===== src/rtl/mu0_io_pkg.sv =====
// Shared definitions for the MU0 UART transmit port: register map, STATUS layout, FSM states.
// Latency: n/a (types and constants only).
// Backpressure: n/a.
package mu0_io_pkg;

    // Register offsets within the 2-word window.
    localparam logic REG_TXDATA = 1'b0;
    localparam logic REG_STATUS = 1'b1;

    // STATUS bit positions.
    localparam int STAT_FULL   = 0;
    localparam int STAT_EMPTY  = 1;
    localparam int STAT_BUSY   = 2;
    localparam int STAT_OVF    = 3;
    localparam int STAT_CNT_LO = 4;

    // STATUS word as seen on the bus; field order matches the bit positions above.
    typedef struct packed {
        logic [7:0] rsvd;
        logic [3:0] count;
        logic       ovf;
        logic       busy;
        logic       empty;
        logic       full;
    } status_t;

    // Transmit FSM states.
    typedef enum logic [1:0] {
        ST_IDLE,
        ST_START,
        ST_DATA,
        ST_STOP
    } tx_state_t;

endpackage


===== src/rtl/mu0_io_fifo.sv =====
// Byte FIFO with wrapping pointers and show-ahead read data.
// Latency: a pushed byte is visible on pop_dat the cycle after the push edge.
// Backpressure: push while full is dropped unless a pop happens in the same cycle.
module mu0_io_fifo #(
    parameter int DEPTH = 4
) (
    input  logic                     Clk,
    input  logic                     Reset,
    input  logic                     push,
    input  logic [7:0]               push_dat,
    input  logic                     pop,
    output logic [7:0]               pop_dat,
    output logic                     full,
    output logic                     empty,
    output logic [$clog2(DEPTH):0]   count
);
    localparam int AW = $clog2(DEPTH);
    localparam int CW = AW + 1;

    logic [7:0]    mem [DEPTH];
    logic [AW-1:0] wr_ptr;
    logic [AW-1:0] rd_ptr;
    logic          do_push;
    logic          do_pop;

    assign full    = (count == CW'(DEPTH));
    assign empty   = (count == '0);
    assign do_pop  = pop && !empty;
    // A pop in the same cycle frees the slot a full-FIFO push needs.
    assign do_push = push && (!full || do_pop);
    assign pop_dat = mem[rd_ptr];

    // Storage write; contents need no reset since count gates visibility.
    always_ff @(posedge Clk) begin
        if (do_push) begin
            mem[wr_ptr] <= push_dat;
        end
    end

    // Pointer and occupancy tracking; power-of-two depth lets pointers wrap naturally.
    always_ff @(posedge Clk or negedge Reset) begin
        if (!Reset) begin
            wr_ptr <= '0;
            rd_ptr <= '0;
            count  <= '0;
        end else begin
            if (do_push) begin
                wr_ptr <= wr_ptr + 1'b1;
            end
            if (do_pop) begin
                rd_ptr <= rd_ptr + 1'b1;
            end
            case ({do_push, do_pop})
                2'b10:   count <= count + 1'b1;
                2'b01:   count <= count - 1'b1;
                default: count <= count;
            endcase
        end
    end

endmodule


===== src/rtl/mu0_uart_tx_port.sv =====
// MU0 memory-mapped 8N1 UART transmitter with a byte FIFO and sticky overflow flag.
// Latency: push at edge k into an idle, empty port drives the start bit after edge k+1; frame = 10*BAUD_DIV cycles.
// Backpressure: none on the bus; writes to a full FIFO are dropped and flagged in STATUS.
module mu0_uart_tx_port
    import mu0_io_pkg::*;
#(
    parameter logic [11:0] BASE_ADDR  = 12'hFF0,
    parameter int          BAUD_DIV   = 16,
    parameter int          FIFO_DEPTH = 4
) (
    input  logic        Clk,
    input  logic        Reset,
    input  logic [11:0] Addr,
    input  logic [15:0] Dout,
    input  logic        Wr,
    output logic [15:0] Rdata,
    output logic        Sel,
    output logic        TxD,
    output logic        Irq
);

    // Bus decode
    logic [11:0] addr_off;
    logic        reg_off;
    logic        sel;
    logic        tx_push;
    logic        stat_wr;
    logic        unused_dout_hi;

    // FIFO interface
    logic                        fifo_pop;
    logic [7:0]                  fifo_dat;
    logic                        fifo_full;
    logic                        fifo_empty;
    logic [$clog2(FIFO_DEPTH):0] fifo_count;

    // Transmitter state
    tx_state_t   state;
    logic [15:0] baud_cnt;
    logic [2:0]  bit_cnt;
    logic [7:0]  shreg;
    logic        txd_q;
    logic        baud_end;
    logic        busy;
    logic        ovf;
    status_t     status;

    // Offset arithmetic handles any base, odd or even.
    assign addr_off       = Addr - BASE_ADDR;
    assign sel            = (addr_off[11:1] == 11'd0);
    assign reg_off        = addr_off[0];
    assign tx_push        = Wr && sel && (reg_off == REG_TXDATA);
    assign stat_wr        = Wr && sel && (reg_off == REG_STATUS);
    assign unused_dout_hi = ^Dout[15:8];

    assign baud_end = (baud_cnt == 16'(BAUD_DIV - 1));
    assign busy     = (state != ST_IDLE);
    // Pop on the same edge that loads the shift register: from IDLE, or at the end of STOP.
    assign fifo_pop = !fifo_empty && ((state == ST_IDLE) || ((state == ST_STOP) && baud_end));

    mu0_io_fifo #(
        .DEPTH (FIFO_DEPTH)
    ) u_fifo (
        .Clk      (Clk),
        .Reset    (Reset),
        .push     (tx_push),
        .push_dat (Dout[7:0]),
        .pop      (fifo_pop),
        .pop_dat  (fifo_dat),
        .full     (fifo_full),
        .empty    (fifo_empty),
        .count    (fifo_count)
    );

    // Sticky overflow: set on a dropped push, cleared by writing 1 to its STATUS bit.
    always_ff @(posedge Clk or negedge Reset) begin
        if (!Reset) begin
            ovf <= 1'b0;
        end else if (tx_push && fifo_full && !fifo_pop) begin
            ovf <= 1'b1;
        end else if (stat_wr && Dout[STAT_OVF]) begin
            ovf <= 1'b0;
        end
    end

    // Transmit FSM with baud and bit counters; TxD is registered here.
    always_ff @(posedge Clk or negedge Reset) begin
        if (!Reset) begin
            state    <= ST_IDLE;
            baud_cnt <= '0;
            bit_cnt  <= '0;
            shreg    <= '0;
            txd_q    <= 1'b1;
        end else begin
            case (state)
                ST_IDLE: begin
                    baud_cnt <= '0;
                    bit_cnt  <= '0;
                    if (!fifo_empty) begin
                        shreg <= fifo_dat;
                        txd_q <= 1'b0;
                        state <= ST_START;
                    end
                end
                ST_START: begin
                    if (baud_end) begin
                        baud_cnt <= '0;
                        bit_cnt  <= '0;
                        txd_q    <= shreg[0];
                        state    <= ST_DATA;
                    end else begin
                        baud_cnt <= baud_cnt + 16'd1;
                    end
                end
                ST_DATA: begin
                    if (baud_end) begin
                        baud_cnt <= '0;
                        if (bit_cnt == 3'd7) begin
                            txd_q <= 1'b1;
                            state <= ST_STOP;
                        end else begin
                            bit_cnt <= bit_cnt + 3'd1;
                            shreg   <= shreg >> 1;
                            txd_q   <= shreg[1];
                        end
                    end else begin
                        baud_cnt <= baud_cnt + 16'd1;
                    end
                end
                ST_STOP: begin
                    if (baud_end) begin
                        baud_cnt <= '0;
                        bit_cnt  <= '0;
                        // Chain straight into the next start bit so frames have no idle gap.
                        if (!fifo_empty) begin
                            shreg <= fifo_dat;
                            txd_q <= 1'b0;
                            state <= ST_START;
                        end else begin
                            state <= ST_IDLE;
                        end
                    end else begin
                        baud_cnt <= baud_cnt + 16'd1;
                    end
                end
                default: begin
                    state <= ST_IDLE;
                    txd_q <= 1'b1;
                end
            endcase
        end
    end

    // Assemble STATUS and the read mux; TXDATA and unselected addresses read as zero.
    always_comb begin
        status       = '0;
        status.count = 4'(fifo_count);
        status.ovf   = ovf;
        status.busy  = busy;
        status.empty = fifo_empty;
        status.full  = fifo_full;
        Rdata        = 16'h0000;
        if (sel && (reg_off == REG_STATUS)) begin
            Rdata = status;
        end
    end

    assign Sel = sel;
    assign TxD = txd_q;
    assign Irq = fifo_empty && !busy;

endmodule


===== config.mk =====
export PLATFORM = sky130hd
export DESIGN_NAME = mu0_uart_tx_port
export DESIGN_NICKNAME = d
export VERILOG_FILES = /design/src/rtl/mu0_io_pkg.sv /design/src/rtl/mu0_io_fifo.sv /design/src/rtl/mu0_uart_tx_port.sv
export SDC_FILE = /design/constraint.sdc
export NUM_CORES = 1
export LEC_CHECK = 0
export CAP_MARGIN = 10
export CORE_MARGIN = 3
export CORE_UTILIZATION = 30
export CTS_CLUSTER_DIAMETER = 50
export DETAILED_ROUTE_END_ITERATION = 10
export HOLD_SLACK_MARGIN = 0.02
export PLACE_DENSITY = 0.58
export SLEW_MARGIN = 20
export SYNTH_ARGS = -nofsm -noshare
export SYNTH_HDL_FRONTEND = slang
export SYNTH_SLANG_ARGS = --single-unit

===== constraint.sdc =====
create_clock -name Clk -period 2.95 [get_ports Clk]
set_input_delay 0.7375 -clock Clk [delete_from_list [all_inputs] [get_ports Clk]]
set_output_delay 0.7375 -clock Clk [all_outputs]
set_load 0.05 [all_outputs]

==> Yosys cells after proc, flatten, opt, wreduce, memory -nomap -nowiden <==
Memories as Yosys holds them, arrays and structs flattened.
Index checks and enable logic that the tools add are counted.
Widths: inputs -> output; s select.
{ "totals": {"input_bits": 31, "register_bits": 38, "ramBits": 32, "n_memories": 1} }
{ "classes": {"n_bitwise": 1, "eq_ne": 15, "reduce_logical": 31, "addsub": 7, "mux": 30} }
{ "mem_list": {"columns": ["name", "depth", "width", "read_ports", "rd_clocked_by_memory_dff", "write_ports", "line", "rtl"], "rows": [
  ["u_fifo.mem", 4, 8, 1, 0, 1, "mu0_io_fifo.sv:20", "logic [7:0] mem [DEPTH];"]
]} }
{ "op_table": {"columns": ["operator", "count"], "rows": [
  ["$mux 8", 4],
  ["$pmux 16 s2", 1],
  ["$pmux 8 s3", 1],
  ["$add 16x1->16 const B", 1],
  ["$eq 16x4->1 const B", 1],
  ["$mux 16", 1],
  ["$logic_and 1x1->1", 12],
  ["$ne 2x2->1 const B", 6],
  ["$sub 12x12->12 const B", 1],
  ["$logic_not 11->1", 1],
  ["$mux 1", 10],
  ["$mux 2", 5],
  ["$mux 3", 3],
  ["$pmux 3 s3", 1],
  ["$pmux 2 s4", 1],
  ["$mux 7", 1],
  ["$add 3x1->3 const B", 2],
  ["$eq 2x2->1 const B", 3],
  ["$eq 3x3->1 const B", 2],
  ["$pmux 3 s2", 1],
  ["$reduce_and 3->1", 2],
  ["$reduce_bool 2->1", 3],
  ["$reduce_and 5->1", 1],
  ["$add 2x1->2 const B", 2],
  ["13 further kinds", 18]
]} }

==> Longest topological paths before layout <==
{ "logic_depth": {"ltp_word": 9, "depth_mapped": 12, "ltp_nobuf": 12} }

==> Modules after synthesis <==
From an unflattened synthesis, not the netlist that was laid out.
{ "hier_totals": {"hier_cells": 280, "hier_area_um2": 3628.5} }
{ "modules_own_cells": {"columns": ["module", "cells_per_inst", "seq_area_each_um2", "n_inst", "area_per_inst_um2"], "rows": [
  ["mu0_uart_tx_port", 200, 777.0, 1, 2040.7],
  ["mu0_io_fifo", 80, 1136.1, 1, 1587.8]
]} }

==> Worst setup path before layout <==
OpenSTA, ideal clock, no wires.
{ "synth_timing": {"path_type": "input port to output port", "from": "input port Addr[4]", "to": "output port Rdata[1]", "path_stages": 6, "path_buffers": 0, "arrival_ps": 2618, "required_time_ps": 2213, "slack_ps": -405, "cell_sequence": "ha_1 -> or3b_1 -> nor3_1 -> and3_4 -> nand2_4 -> nor2_1"} }
{ "synth_between": {"elab_chain_len": 4} }
{ "synth_lines": {"columns": ["item", "line", "rtl"], "rows": [
  ["start: declaration", "mu0_uart_tx_port.sv:13", "input logic [11:0] Addr,"],
  ["$sub 12x12->12", "mu0_uart_tx_port.sv:49", "assign addr_off = Addr - BASE_ADDR;"],
  ["$logic_not 11->1", "mu0_uart_tx_port.sv:50", "assign sel = (addr_off[11:1] == 11'd0);"],
  ["named net Sel", "mu0_uart_tx_port.sv:17", "output logic Sel,"],
  ["$logic_and 1x1->1", "mu0_uart_tx_port.sv:163", "if (sel && (reg_off == REG_STATUS)) begin"],
  ["$mux 7", "mu0_uart_tx_port.sv:163", null],
  ["end: declaration", "mu0_uart_tx_port.sv:16", "output logic [15:0] Rdata,"]
]} }
The timed path passes the listed nets, and every way through them passes these cells.

==> Worst setup path in the final report <==
{ "layout_timing": {"from": "input port Addr[5]", "to": "output port Rdata[2]"} }
{ "layout_between": {"elab_chain_len": 4} }
{ "layout_lines": {"columns": ["item", "line"], "rows": [
  ["$sub 12x12->12", "mu0_uart_tx_port.sv:49"],
  ["$logic_not 11->1", "mu0_uart_tx_port.sv:50"],
  ["$logic_and 1x1->1", "mu0_uart_tx_port.sv:163"],
  ["$mux 7", "mu0_uart_tx_port.sv:163"]
]} }
No other way between the ends.

==> results.md <==
Outcome:
- The flow ran to the end, but the final reports show violations.
- The final reports fail on negative setup slack.

Yosys:
- A synthesized cell averages 12.6 sq um.
- The post-synth design cell area is 0.00352 sq mm.
- For this run, the register share of the synthesized area comes to 0.543.
- The fraction of registers with async set or reset after synthesis is 0.543.
- Synthesis inferred 70 register bits.
- The predominant post-synthesis flop cell is sky130_fd_sc_hd__dfrtp_1.
- Synthesis instantiated 56 different standard cells from the library.
- The number of flops mapped to enable cells by yosys is 32.
- Counting every instance in the synthesized netlist gives about 280.
- The Yosys step of the flow raised 0 warnings.

Clocking:
- The clock drives 70 sinks.
- The total clock buffers created by CTS is 9.
- The clock transition at the registers of the reported paths is roughly 0.050 ns.
- The H-tree level count is 3.
- The clock root buffer is sky130_fd_sc_hd__clkbuf_16.
- TritonCTS built the clock tree.
- The later pin in the worst-skew pair is clocked with a latency of 0.33 ns.
- No sink is reached through more buffers than the 2 on the longest clock path.
- The number of hold buffers added after CTS was 0.

Critical path:
- The critical path's most frequent cell is sky130_fd_sc_hd__buf_12.
- The worst setup path is launched from an input pin.
- The critical path start-end classification is in2out.
- The type of destination of the critical path is a primary output.
- The delay contributed by the slowest stage of the critical path is 0.37 ns.
- The buffers plus inverters on the worst setup path is 3.
- The critical path's slowest cell is sky130_fd_sc_hd__or3b_4.
- For the worst setup path, the data required time is 2.21 ns.
- The top fanout value on the critical path is 5.
- The family of cells with the greatest summed delay on the critical path is simple AND/OR/NAND/NOR gates.
- The critical path goes through buf_8 -> ha_4 -> or3b_4 -> nor3_2 -> and3_4 -> nand2_8 -> buf_12 -> nor2_4 -> buf_12.
- Data arrives at the worst endpoint at about 2.3 ns.

Power and ir drop:
- The power per cell area is 541 mW/mm^2.
- For this design the static power due to leakage is 0.00189 uW.
- For this design the total switching power over the nets is between 500 and 600 uW.
- The internal power is approximately 1900 uW.
- The clock group share of total power is 0.465.
- The switching fraction of total power is 0.221.
- The share of total power dissipated in sequential elements is 0.449.
- The peak supply drop is between 200 and 300 uV.
- Of the total power, combinational logic draws 0.086.

Layout:
- The most common cell after layout, fill and taps aside is sky130_fd_sc_hd__dfrtp_1.
- The signed area change from the synthesized netlist to the final layout is 30.8%.
- After routing the design area is 0.00460 sq mm.
- The diode insertion count for antenna repair is 0.
- The final standard cell utilization of the core is 0.412.
- In the layout the commonest cells are sky130_fd_sc_hd__dfrtp_1 (37), sky130_fd_sc_hd__edfxtp_1 (32), sky130_fd_sc_hd__nor2_1 (29), sky130_fd_sc_hd__nand2_1 (17), sky130_fd_sc_hd__clkdlybuf4s50_1 (15).
- In the final layout, the share of cells above drive strength 1 is 0.264.
- For this run, the number of standard cells in the final layout without fillers is 477.
- The final net count is 378.

STA:
- The worst setup slack after layout is -0.0457 ns.
- The final-report max-slew violation count is 0.
- Setup violations remaining at the end of the flow were counted as 6.
- The share of the clock period used by the worst path is 1.02.
- The worst-margin pin slew is 0.920 ns.
- Counting I/O delays and the setup requirement, the final critical path takes about 3 ns.
- The final hold violation count was 0.
- Across the routed clock network, the largest skew measured is roughly 0.0055 ns.
- The worst pin sits at a relative slew slack of 0.387.
- The fmax is around 0.33 GHz.
- Setup repair after global routing could not meet its margin everywhere.

Detailed routing:
- In this run, the number of DRC markers left after iteration 0 of detailed routing was 90.
- The via-per-instance ratio is 4.60.
- The routed wirelength normalized by instance count is 13.5 um.
- The count of nets left with antenna violations once routing finished came out at 0.
- Detailed routing inserted a total of 2194 vias.
- The first TritonRoute pass finished after 4 iterations.
- After detailed routing, the number of remaining DRC violations is 0.
- The final layout contains routed wiring with a total length of 6420 um.

Global routing:
- The pin count of the biggest net entering global routing is 39.
- The met2 usage in global routing is 0.164.
- The met3 track demand over resource is 0.0333.
- For this run, the total global-route usage over all layers was measured as 0.108.
- In the global route stage, met1 resource usage came out at 0.140.
- The initial antenna violation count is 0.
- The total congestion overflow is 0.
- The first global-routing pass estimated 11000 um of wire.
- met2 is the most crowded layer.
- The number of global-route vias before repair is ~2200.

Placed design:
- During placement, the flow inserted port buffers numbering 32.
- At the end of routability-driven placement, the weighted congestion stood at 0.753.
- Summing all placed instances gives a cell area of 0.00421 sq mm.
- The placed wire-length estimate after detailed placement is 4530 um.
- The cell total after placement is 457.

Run:
- Across the run, the number of max-cap violations was 0.

Hold path:
- The path class of the tightest hold or removal check is reg2reg.

Floorplan:
- During I/O placement, the number of pins put on the boundary was 50.
- The core footprint is approximately 0.011 sq mm.
- The floorplan step set the die width to 114 um.
- The initial utilization of the core area, before any placement, comes to 0.315.
- Row generation in the floorplan step produced 38 rows.
- The area of the die is 0.0131 sq mm.
- From bottom edge to top edge, the die measures 114 um.
==> Yosys cell counts (2+ instances only) <==
master,instances,area share
sky130_fd_sc_hd__a21oi_1,7,0.0099
sky130_fd_sc_hd__a21oi_2,2,0.0050
sky130_fd_sc_hd__and2_1,4,0.0071
sky130_fd_sc_hd__and3_2,2,0.0043
sky130_fd_sc_hd__and4_1,4,0.0099
sky130_fd_sc_hd__buf_2,3,0.0043
sky130_fd_sc_hd__buf_4,9,0.019
sky130_fd_sc_hd__clkbuf_1,2,0.0021
sky130_fd_sc_hd__dfrtp_1,37,0.26
sky130_fd_sc_hd__edfxtp_1,32,0.27
sky130_fd_sc_hd__ha_1,14,0.050
sky130_fd_sc_hd__inv_1,14,0.015
sky130_fd_sc_hd__mux2i_1,8,0.023
sky130_fd_sc_hd__mux4_2,8,0.051
sky130_fd_sc_hd__nand2_1,17,0.018
sky130_fd_sc_hd__nand2b_1,2,0.0036
sky130_fd_sc_hd__nand3_1,8,0.011
sky130_fd_sc_hd__nand4_1,4,0.0071
sky130_fd_sc_hd__nor2_1,35,0.037
sky130_fd_sc_hd__nor3_1,4,0.0057
sky130_fd_sc_hd__nor4_2,2,0.0071
sky130_fd_sc_hd__nor4_4,4,0.024
sky130_fd_sc_hd__o21ai_0,4,0.0057
sky130_fd_sc_hd__o21ai_1,2,0.0028
sky130_fd_sc_hd__or3_1,2,0.0036
sky130_fd_sc_hd__xnor2_1,12,0.030
sky130_fd_sc_hd__xor2_1,8,0.020
==> worst register-to-register path: stages (launching register included) <==
cell and delay (ns):
sky130_fd_sc_hd__dfrtp_1 0.41, sky130_fd_sc_hd__ha_1 0.25, sky130_fd_sc_hd__and4_1 0.21, sky130_fd_sc_hd__nand4_1 0.12, sky130_fd_sc_hd__and4_1 0.30, sky130_fd_sc_hd__nor2_4 0.06, sky130_fd_sc_hd__inv_1 0.06, sky130_fd_sc_hd__ha_1 0.16
sky130_fd_sc_hd__inv_1 0.05, sky130_fd_sc_hd__fa_1 0.37, sky130_fd_sc_hd__xor2_1 0.15, sky130_fd_sc_hd__nor2_1 0.12, sky130_fd_sc_hd__xnor2_1 0.12
==> final timing paths <==
check	slack, ns	endpoint	startpoint	cells past startpoint
setup / recovery	-0.05	Rdata[2]	Addr[5]	9
hold / removal	0.48	baud_cnt[0]	baud_cnt[0]	1
setup reg to reg	0.48	u_fifo.count[2]	state[0]	12
hold reg to reg	0.48	baud_cnt[0]	baud_cnt[0]	1
max in group asynchronous	1.83	u_fifo.rd_ptr[0]	Reset	1
min in group asynchronous	0.55	baud_cnt[11]	Reset	1
==> state kept, by name (all words and copies together) (netlist names) <==
register	flops
TxD	1
baud_cnt	16
bit_cnt	3
ovf	1
shreg	8
state	2
u_fifo.count	3
u_fifo.mem	32
u_fifo.rd_ptr	2
u_fifo.wr_ptr	2
==> what timing repair did <==
| action | in CTS | in global routing |
|---|---|---|
| setup endpoints to repair | 10 | 7 |
| buffers inserted | 3 | 1 |
| resized for setup | 29 | 3 |
| pin swaps | 9 | 7 |
==> area by class of cell <==
cell class | count | area [sq um]
Clock inverter | 5 | 82.6
Sequential cell | 70 | 1910
Clock buffer | 11 | 243
Timing Repair Buffer | 49 | 573
Fill cell | 1025 | 6570
Inverter | 14 | 52.6
Multi-Input combinational cell | 188 | 1570
Tap cell | 140 | 175
==> power groups by stage <==
stage | Clock (uW) | Sequential [uW] | Combinational, uW
6_report | 1160 | 1120 | 215
5_1_grt | 1240 | 1130 | 241
4_1_cts | 1190 | 1120 | 218
3_5_place_dp | 0 | 1140 | 217
3_3_place_gp | 0 | 1130 | 211
2_1_floorplan | 0 | 1150 | 118
==> layer usage <==
metal / share of wire / vias to the layer above / wire (um)
li1: - / 1082 / -
met1: 0.46 / 1049 / 2990
met2: 0.46 / 52 / 2930
met3: 0.054 / 11 / 344
met4: 0.025 / 0 / 163
met5: 0 / - / 0
==> kinds of logic after synthesis <==
group           Yosys count  share of synthesized area
compound gates           25                     0.0526
xor+xnor                 20                     0.0498
fa+ha+maj                15                     0.0554
buf+inv                  29                     0.0437
flops                    70                      0.543
mux                      17                     0.0782
other cells               1                    0.00107
simple gates            102                      0.176
==> stage by stage <==
step / TNS (ns) / hold WS [ns] / power, uW / worst slack (ns)
detailed placement: -11.38 / 0.477 / 1350 / -0.480
global placement: -10.25 / 0.473 / 1340 / -0.467
CTS: -0.554 / 0.483 / 2530 / -0.130
floorplan: -0.729 / 0.442 / 1270 / -0.215
finish: -0.0779 / 0.480 / 2490 / -0.0457
global route: -0.561 / 0.522 / 2610 / -0.113
Power figures use the tool's default switching activity.
